$ cat src/rtl/fa_serial_seq.sv
// fa_serial_seq: bit-serial sequencer around the clocked full-adder cell fa_a.
// One operand bit pair is issued per step; fa_a's carry-out is fed back as the next carry-in.
//
//   state | meaning
//   IDLE  | ready for a new operand set
//   ISSUE | present A[idx]/B[idx]/carry to fa_a for one cycle
//   WAIT  | hold the bit pair until fa_a's SO/CO are valid (FA_LAT cycles)
//   DONE  | hold the result until the downstream handshake
module fa_serial_seq #(
    parameter int WIDTH  = 16,
    parameter int FA_LAT = 1
) (
    input  logic             TI,
    input  logic             RNI,
    input  logic             IN_VI,
    output logic             IN_RO,
    input  logic [WIDTH-1:0] A_I,
    input  logic [WIDTH-1:0] B_I,
    input  logic             CIN_I,
    output logic             FA_AO,
    output logic             FA_BO,
    output logic             FA_CO,
    output logic             FA_VO,
    input  logic             FA_SI,
    input  logic             FA_CI,
    output logic [WIDTH-1:0] SUM_O,
    output logic             COUT_O,
    output logic             OUT_VO,
    input  logic             OUT_RI
);
    localparam int IDX_W = (WIDTH > 1) ? $clog2(WIDTH) : 1;
    localparam logic [IDX_W-1:0] IDX_LAST = IDX_W'(WIDTH - 1);
    localparam logic [2:0] LAT_LOAD = 3'(FA_LAT - 1);

    typedef enum logic [1:0] {IDLE, ISSUE, WAIT, DONE} state_t;

    state_t           state;
    state_t           state_nxt;
    logic [IDX_W-1:0] idx;
    logic [IDX_W-1:0] idx_inc;
    logic [2:0]       lat_cnt;
    logic [WIDTH-1:0] a_q;
    logic [WIDTH-1:0] b_q;
    logic [WIDTH-1:0] sum_acc;
    logic [WIDTH-1:0] sum_nxt;
    logic [WIDTH-1:0] sum_q;
    logic             fa_a_q;
    logic             fa_b_q;
    logic             fa_c_q;
    logic             cout_q;
    logic             in_ro_q;
    logic             accept;
    logic             sample;
    logic             last_bit;

    always_comb begin
        state_nxt    = state;
        accept       = 1'b0;
        sample       = 1'b0;
        FA_VO        = 1'b0;
        OUT_VO       = 1'b0;
        last_bit     = (idx == IDX_LAST);
        idx_inc      = idx + 1'b1;
        sum_nxt      = sum_acc;
        sum_nxt[idx] = FA_SI;
        case (state)
            IDLE: begin
                if (IN_VI && in_ro_q) begin
                    accept    = 1'b1;
                    state_nxt = ISSUE;
                end
            end
            ISSUE: begin
                FA_VO     = 1'b1;
                state_nxt = WAIT;
            end
            WAIT: begin
                if (lat_cnt == 3'd0) begin
                    sample    = 1'b1;
                    state_nxt = last_bit ? DONE : ISSUE;
                end
            end
            DONE: begin
                OUT_VO = 1'b1;
                if (OUT_RI) state_nxt = IDLE;
            end
            default: state_nxt = IDLE;
        endcase
    end

    // Ready is registered so it stays low while reset is held and rises one cycle after release.
    always_ff @(posedge TI) begin
        if (!RNI) begin
            state   <= IDLE;
            in_ro_q <= 1'b0;
        end else begin
            state   <= state_nxt;
            in_ro_q <= (state_nxt == IDLE);
        end
    end

    always_ff @(posedge TI) begin
        if (!RNI) begin
            idx     <= '0;
            lat_cnt <= 3'd0;
            a_q     <= '0;
            b_q     <= '0;
            sum_acc <= '0;
            sum_q   <= '0;
            cout_q  <= 1'b0;
            fa_a_q  <= 1'b0;
            fa_b_q  <= 1'b0;
            fa_c_q  <= 1'b0;
        end else begin
            if (accept) begin
                a_q    <= A_I;
                b_q    <= B_I;
                idx    <= '0;
                fa_a_q <= A_I[0];
                fa_b_q <= B_I[0];
                fa_c_q <= CIN_I;
            end
            if (state == ISSUE) begin
                lat_cnt <= LAT_LOAD;
            end else if (state == WAIT && lat_cnt != 3'd0) begin
                lat_cnt <= lat_cnt - 1'b1;
            end
            // fa_c_q doubles as the carry register: CO of this bit is the CI of the next.
            if (sample) begin
                sum_acc <= sum_nxt;
                if (last_bit) begin
                    sum_q  <= sum_nxt;
                    cout_q <= FA_CI;
                end else begin
                    idx    <= idx_inc;
                    fa_a_q <= a_q[idx_inc];
                    fa_b_q <= b_q[idx_inc];
                    fa_c_q <= FA_CI;
                end
            end
        end
    end

    assign IN_RO  = in_ro_q;
    assign FA_AO  = fa_a_q;
    assign FA_BO  = fa_b_q;
    assign FA_CO  = fa_c_q;
    assign SUM_O  = sum_q;
    assign COUT_O = cout_q;

endmodule
$ cat config.mk
export PLATFORM = sky130hd
export DESIGN_NAME = fa_serial_seq
export DESIGN_NICKNAME = d
export VERILOG_FILES = /design/src/rtl/fa_serial_seq.sv
export SDC_FILE = /design/constraint.sdc
export NUM_CORES = 1
export LEC_CHECK = 0
export ABC_CLOCK_PERIOD_IN_PS = 4830
export BUFFER_PORTS_ARGS = -buffer_cell sky130_fd_sc_hd__buf_2
export CORE_MARGIN = 2
export CORE_UTILIZATION = 59
export DETAILED_ROUTE_END_ITERATION = 12
export PLACE_DENSITY = 0.92
export SKIP_LAST_GASP = 1
export SYNTH_ARGS = -nofsm -noshare
export SYNTH_HDL_FRONTEND = slang
export SYNTH_SLANG_ARGS = --single-unit
export TNS_END_PERCENT = 20
$ cat constraint.sdc
create_clock -name TI -period 4.83 [get_ports TI]
set_input_delay 0.966 -clock TI [delete_from_list [all_inputs] [get_ports TI]]
set_output_delay 0.966 -clock TI [all_outputs]
set_load 0.05 [all_outputs]
## After elaboration in Yosys (flattened, before gate mapping)

Index checks and enable logic that the tools add are counted.

| cells by class | value |
|---|---|
| order comparisons | 3 |
| add/subtract/negate cells | 2 |
| equality and inequality tests | 4 |
| multiplexer cells | 30 |
| reductions and logical operators | 9 |
| bitwise operators | 1 |

Operator list:

| operator | count |
|---|---|
| two-way mux 1 bit | 18 |
| bitwise mux 16 bit | 1 |
| two-way mux 4 bit | 3 |
| < comparator 4 x 5 -> 1 bit (second input constant) | 2 |
| binary-select mux 1 bit (select 4 bit) | 2 |
| two-way mux 2 bit | 4 |
| one-hot mux 2 bit (4 select lines) | 1 |
| adder 4 x 1 -> 4 bit (second input constant) | 1 |
| demux 1 bit (select 4 bit) | 1 |
| equality test 2 bit (second input constant) | 2 |
| equality test 4 bit (second input constant) | 1 |
| greater-or-equal comparator 4 x 1 -> 1 bit (second input constant) | 1 |
| zero test 2 bit | 2 |
| logical AND 1 bit | 3 |
| zero test 3 bit | 1 |
| nonzero test 3 bit | 1 |
| subtractor 3 x 1 -> 3 bit (second input constant) | 1 |
| equality test 2 x 1 -> 1 bit (second input constant) | 1 |
| AND reduction 2 bit | 1 |
| OR reduction 2 bit | 1 |
| NOT 1 bit | 1 |

| storage, ports and cells | value |
|---|---|
| bits of input ports | 39 |
| output and inout port bits | 23 |
| register bits | 78 |
| logic and storage cells | 61 |

## Depth between registers and ports, before layout

| depth | value |
|---|---|
| word-level depth | 6 |
| mapped depth | 8 |
| mapped depth without buffers | 6 |

## Worst setup path before layout

No wires, ideal clock.

| timing | value |
|---|---|
| path kind | register to output |
| start point | register state[0] |
| end point | output port FA_VO |
| path buffers | 0 |
| path slack | 2639 ps |
| stages on the path, launching flop included | 2 |
| data required time | 3864 ps |
| arrival | 1225 ps |
| cells stage by stage | dfxtp_1 nor2b_1 |

| between the ends | value |
|---|---|
| longest elaborated chain between the ends | 2 |

RTL lines:

| element | line | RTL |
|---|---|---|
| start: declaration | 37 | `state_t state;` |
| start signal: assignment | 97 | `state <= state_nxt;` |
| equality test 2 x 1 -> 1 bit | 66 | `case (state)` |
| two-way mux 1 bit | 66 |  |
| end: declaration | 23 | `output logic FA_VO,` |

Every way passes these cells.

## Final worst setup path

| timing | value |
|---|---|
| start point | register lat_cnt[0] |
| end point | register sum_q[1], in the netlist SUM_O[1] |

| between the ends | value |
|---|---|
| longest elaborated chain between the ends | 4 |

RTL lines:

| element | line | RTL |
|---|---|---|
| start: declaration | 41 | `logic [2:0] lat_cnt;` |
| start signal: assignment | 126 | `lat_cnt <= lat_cnt - 1'b1;` |
| zero test 3 bit | 78 | `if (lat_cnt == 3'd0) begin` |
| two-way mux 1 bit | 78 |  |
| two-way mux 1 bit | 66 |  |
| AND reduction 2 bit (no source line) | - |  |
| end signal: assignment | 132 | `sum_q <= sum_nxt;` |
| end: declaration | 46 | `logic [WIDTH-1:0] sum_q;` |

Every way passes these cells.
A chain may end at the register's enable or synchronous reset.

==> qor.csv <==
stage,metric,value,unit
power,power_density,371,mW/mm2
clock_tree,clk_latency,0.35,ns
sta,rsz0062_at_grt,no,
critical_path,path_buf_inv,1,
drt,wl,7660,um
layout,nNetsFinal,465,
critical_path,cpMaxStageDelayCell,nor4bb_4,
layout,fin_area,0.00389,mm2
critical_path,cp_top_family,simple AND/OR/NAND/NOR gates,
drt,first_pass_iters,5,
layout,fin_cells,497,
critical_path,arrival,3.11,ns
placed_design,placed_area,0.00362,mm2
sta,slew_headroom,0.202,
placed_design,gp_congestion,0.778,
sta,tightestPinTransition,1.19,ns
grt,gr-total-overflow,0,
clock_tree,h-tree-depth,3,
power,p_leak,1.52,nW
sta,setup_viol,0,
critical_path,cp-start-kind,register,
critical_path,worstSetupPathType,register to register,
status,status,"finished, final reports clean",
layout,synthToLayoutAreaGrowth,15.7,%
drt,drt.antenna.violating_nets,0,
grt,grt_first_pass_wirelength,12800,um
critical_path,cp.required,5.09,ns
clock_tree,postCtsHoldBufs,0,
synthesis,ys_types,41,
floorplanning,die_width,79.5,um
synthesis,ys_warn_count,0,
sta,layout_worst_path_cycle_share,0.591,
synthesis,ys_ff_latch,77,
sta,fmax,350,MHz
floorplanning,core.rowCount,27,
floorplanning,io_pins,62,
placed_design,dp.cells,481,
clock_tree,ctsResizeCount,0,
power,ir_worst_vdd,235,uV
layout,final_common_cell,nand2_1,
synthesis,syn_avg_cell_area,8.94,um2
synthesis,seq_area_frac_synth,0.458,
critical_path,slowest_delay,0.94,ns
clock_tree,cts_root_buf,clkbuf_8,
worst_hold_path,hp-class,register to register,
sta,drv_slew,0,
drt,drt-wirelength-per-cell,15.4,um
clock_tree,clockBufferDepth,2,
clock_tree,clock-sinks,77,
drt,num_vias,2840,
sta,worst_clock_skew,0.00668,ns
job,max_cap_violations,0,
drt,avgViaCountPerCell,5.71,
sta,hold_slack,0.453,ns
critical_path,cp_max_fo,23,
critical_path,critical_path.cell_chain,"inv_1, ha_1, nor4bb_4, and4_1, nand2_1, a21oi_1",
drt,drtIter0Drc,215,
layout,diodes,0,
synthesis,async_flop_share,0,
clock_tree,path_clk_slew,0.08,ns
drt,post-route-drc-count,0,
synthesis,postSynthCellCount,376,
layout,drive_gt1_frac,0.224,
sta,hold_viol,0,
synthesis,synth_edf_count,0,
grt,grt_pass1_vias,2693,
sta,fin_crit,2.85,ns
layout,final_cell_mix,"nand2_1 (92), dfxtp_1 (77), buf_2 (61)",
placed_design,io_buffers,61,
layout,regArea,0.00154,mm2
sta,finalSetupTns,0,ns
grt,antenna_found_initial,0,
synthesis,syn_area,0.00336,mm2
floorplanning,die-height,79.5,um
clock_tree,cts_tree,yes,
synthesis,synth_ff_type,dfxtp_1,
synthesis,syn_nets,421,
floorplanning,die-area,0.00632,mm2
layout,multi_input_area,0.00166,mm2
layout,fillers,417,
floorplanning,start_util,0.611,
clock_tree,cts_setup_buffers,0,
grt,grt_max_degree,73,
placed_design,dpl.hpwl,4820,um
grt,grtUsageTotal,0.260,
power,total_power,1.44,mW
clock_tree,cts_buffers,9,
floorplanning,coreArea,0.00551,mm2
critical_path,cp-end-kind,register,
-- cells by family after synthesis --
kind of cell,synth area share
adder cells (fa/ha/maj),0.0223
AND/OR/NAND/NOR,0.220
multiplexers,0.113
flip-flops,0.458
AO/OA/AOI/OAI,0.126
XOR/XNOR,0.0104
buffers and inverters,0.0491
-- path summary, 6_finish.rpt --
path / start / endpoint / slack [ns] / cells after the start
max: lat_cnt[0] / SUM_O[1] / 1.98 / 6
min: SUM_O[7] / SUM_O[7] / 0.45 / 2
max reg2reg: lat_cnt[0] / SUM_O[1] / 1.98 / 6
min reg2reg: SUM_O[7] / SUM_O[7] / 0.45 / 2
-- synth_stat cells, types with 2 or more instances --
cell        n  area, um2
a211oi_1   10       75.1
a211oi_2    3       37.5
a21oi_1    47        235
a221oi_1    2       17.5
a31o_2      2       17.5
and3_1      2       12.5
buf_2       9       45.0
buf_4       3       22.5
buf_6       2       22.5
clkbuf_1   15       56.3
dfxtp_1    77       1540
ha_1        6       75.1
inv_1       4       15.0
mux2i_1    20        200
mux4_2      8        180
nand2_1    92        345
nand2b_1    2       12.5
nand3_1     7       35.0
nand3b_1    3       22.5
nand4b_1    5       43.8
nand4bb_1   2       22.5
nor2_1     28        105
nor2b_1     3       18.8
nor4b_1     4       35.0
o21ai_0     2       10.0
xnor2_1     2       17.5
xor2_1      2       17.5
-- metrics by stage --
step | worst slack, ns | utilization
after floorplan | 2.64 | -
after detailed placement | 2.07 | 0.657
after global routing | 1.70 | 0.707
after global placement | 2.17 | 0.657
after CTS | 2.00 | 0.707
final | 1.98 | 0.707
-- state kept, by name, indices dropped and copies added (netlist names) --
register	cells
COUT_O	1
FA_AO	1
FA_BO	1
FA_CO	1
IN_RO	1
SUM_O	16
a_q	16
b_q	16
idx	4
lat_cnt	3
state	2
sum_acc	15
-- worst min-delay path: stages, from the launching register on --
cell and delay, ns:
dfxtp_1 0.31, nand2_1 0.05, a21oi_1 0.05
-- layer usage --
layer	part of all wire	vias up	global-route usage
li1	-	1384	-
met1	0.44	1339	0.341
met2	0.49	96	0.414
met3	0.047	21	0.0419
met4	0.026	0	0.131
met5	0	-	0
-- where the power goes --
group	switching (mW)	leakage (nW)	total, mW	internal (mW)
clock network	0.236	0.136	0.645	0.410
logic	0.0774	0.761	0.123	0.0459
registers	0.0163	0.624	0.674	0.657
total	0.329	1.52	1.44	1.11
-- area by class of cell --
class,instances,share of cell area
Clock buffer,10,0.0354
Clock inverter,6,0.0344
Sequential cell,77,0.396
Tap cell,72,0.0232
Inverter,5,0.00482
Multi-Input combinational cell,265,0.426
Timing Repair Buffer,62,0.0804
(Power assumes the default switching activity.)
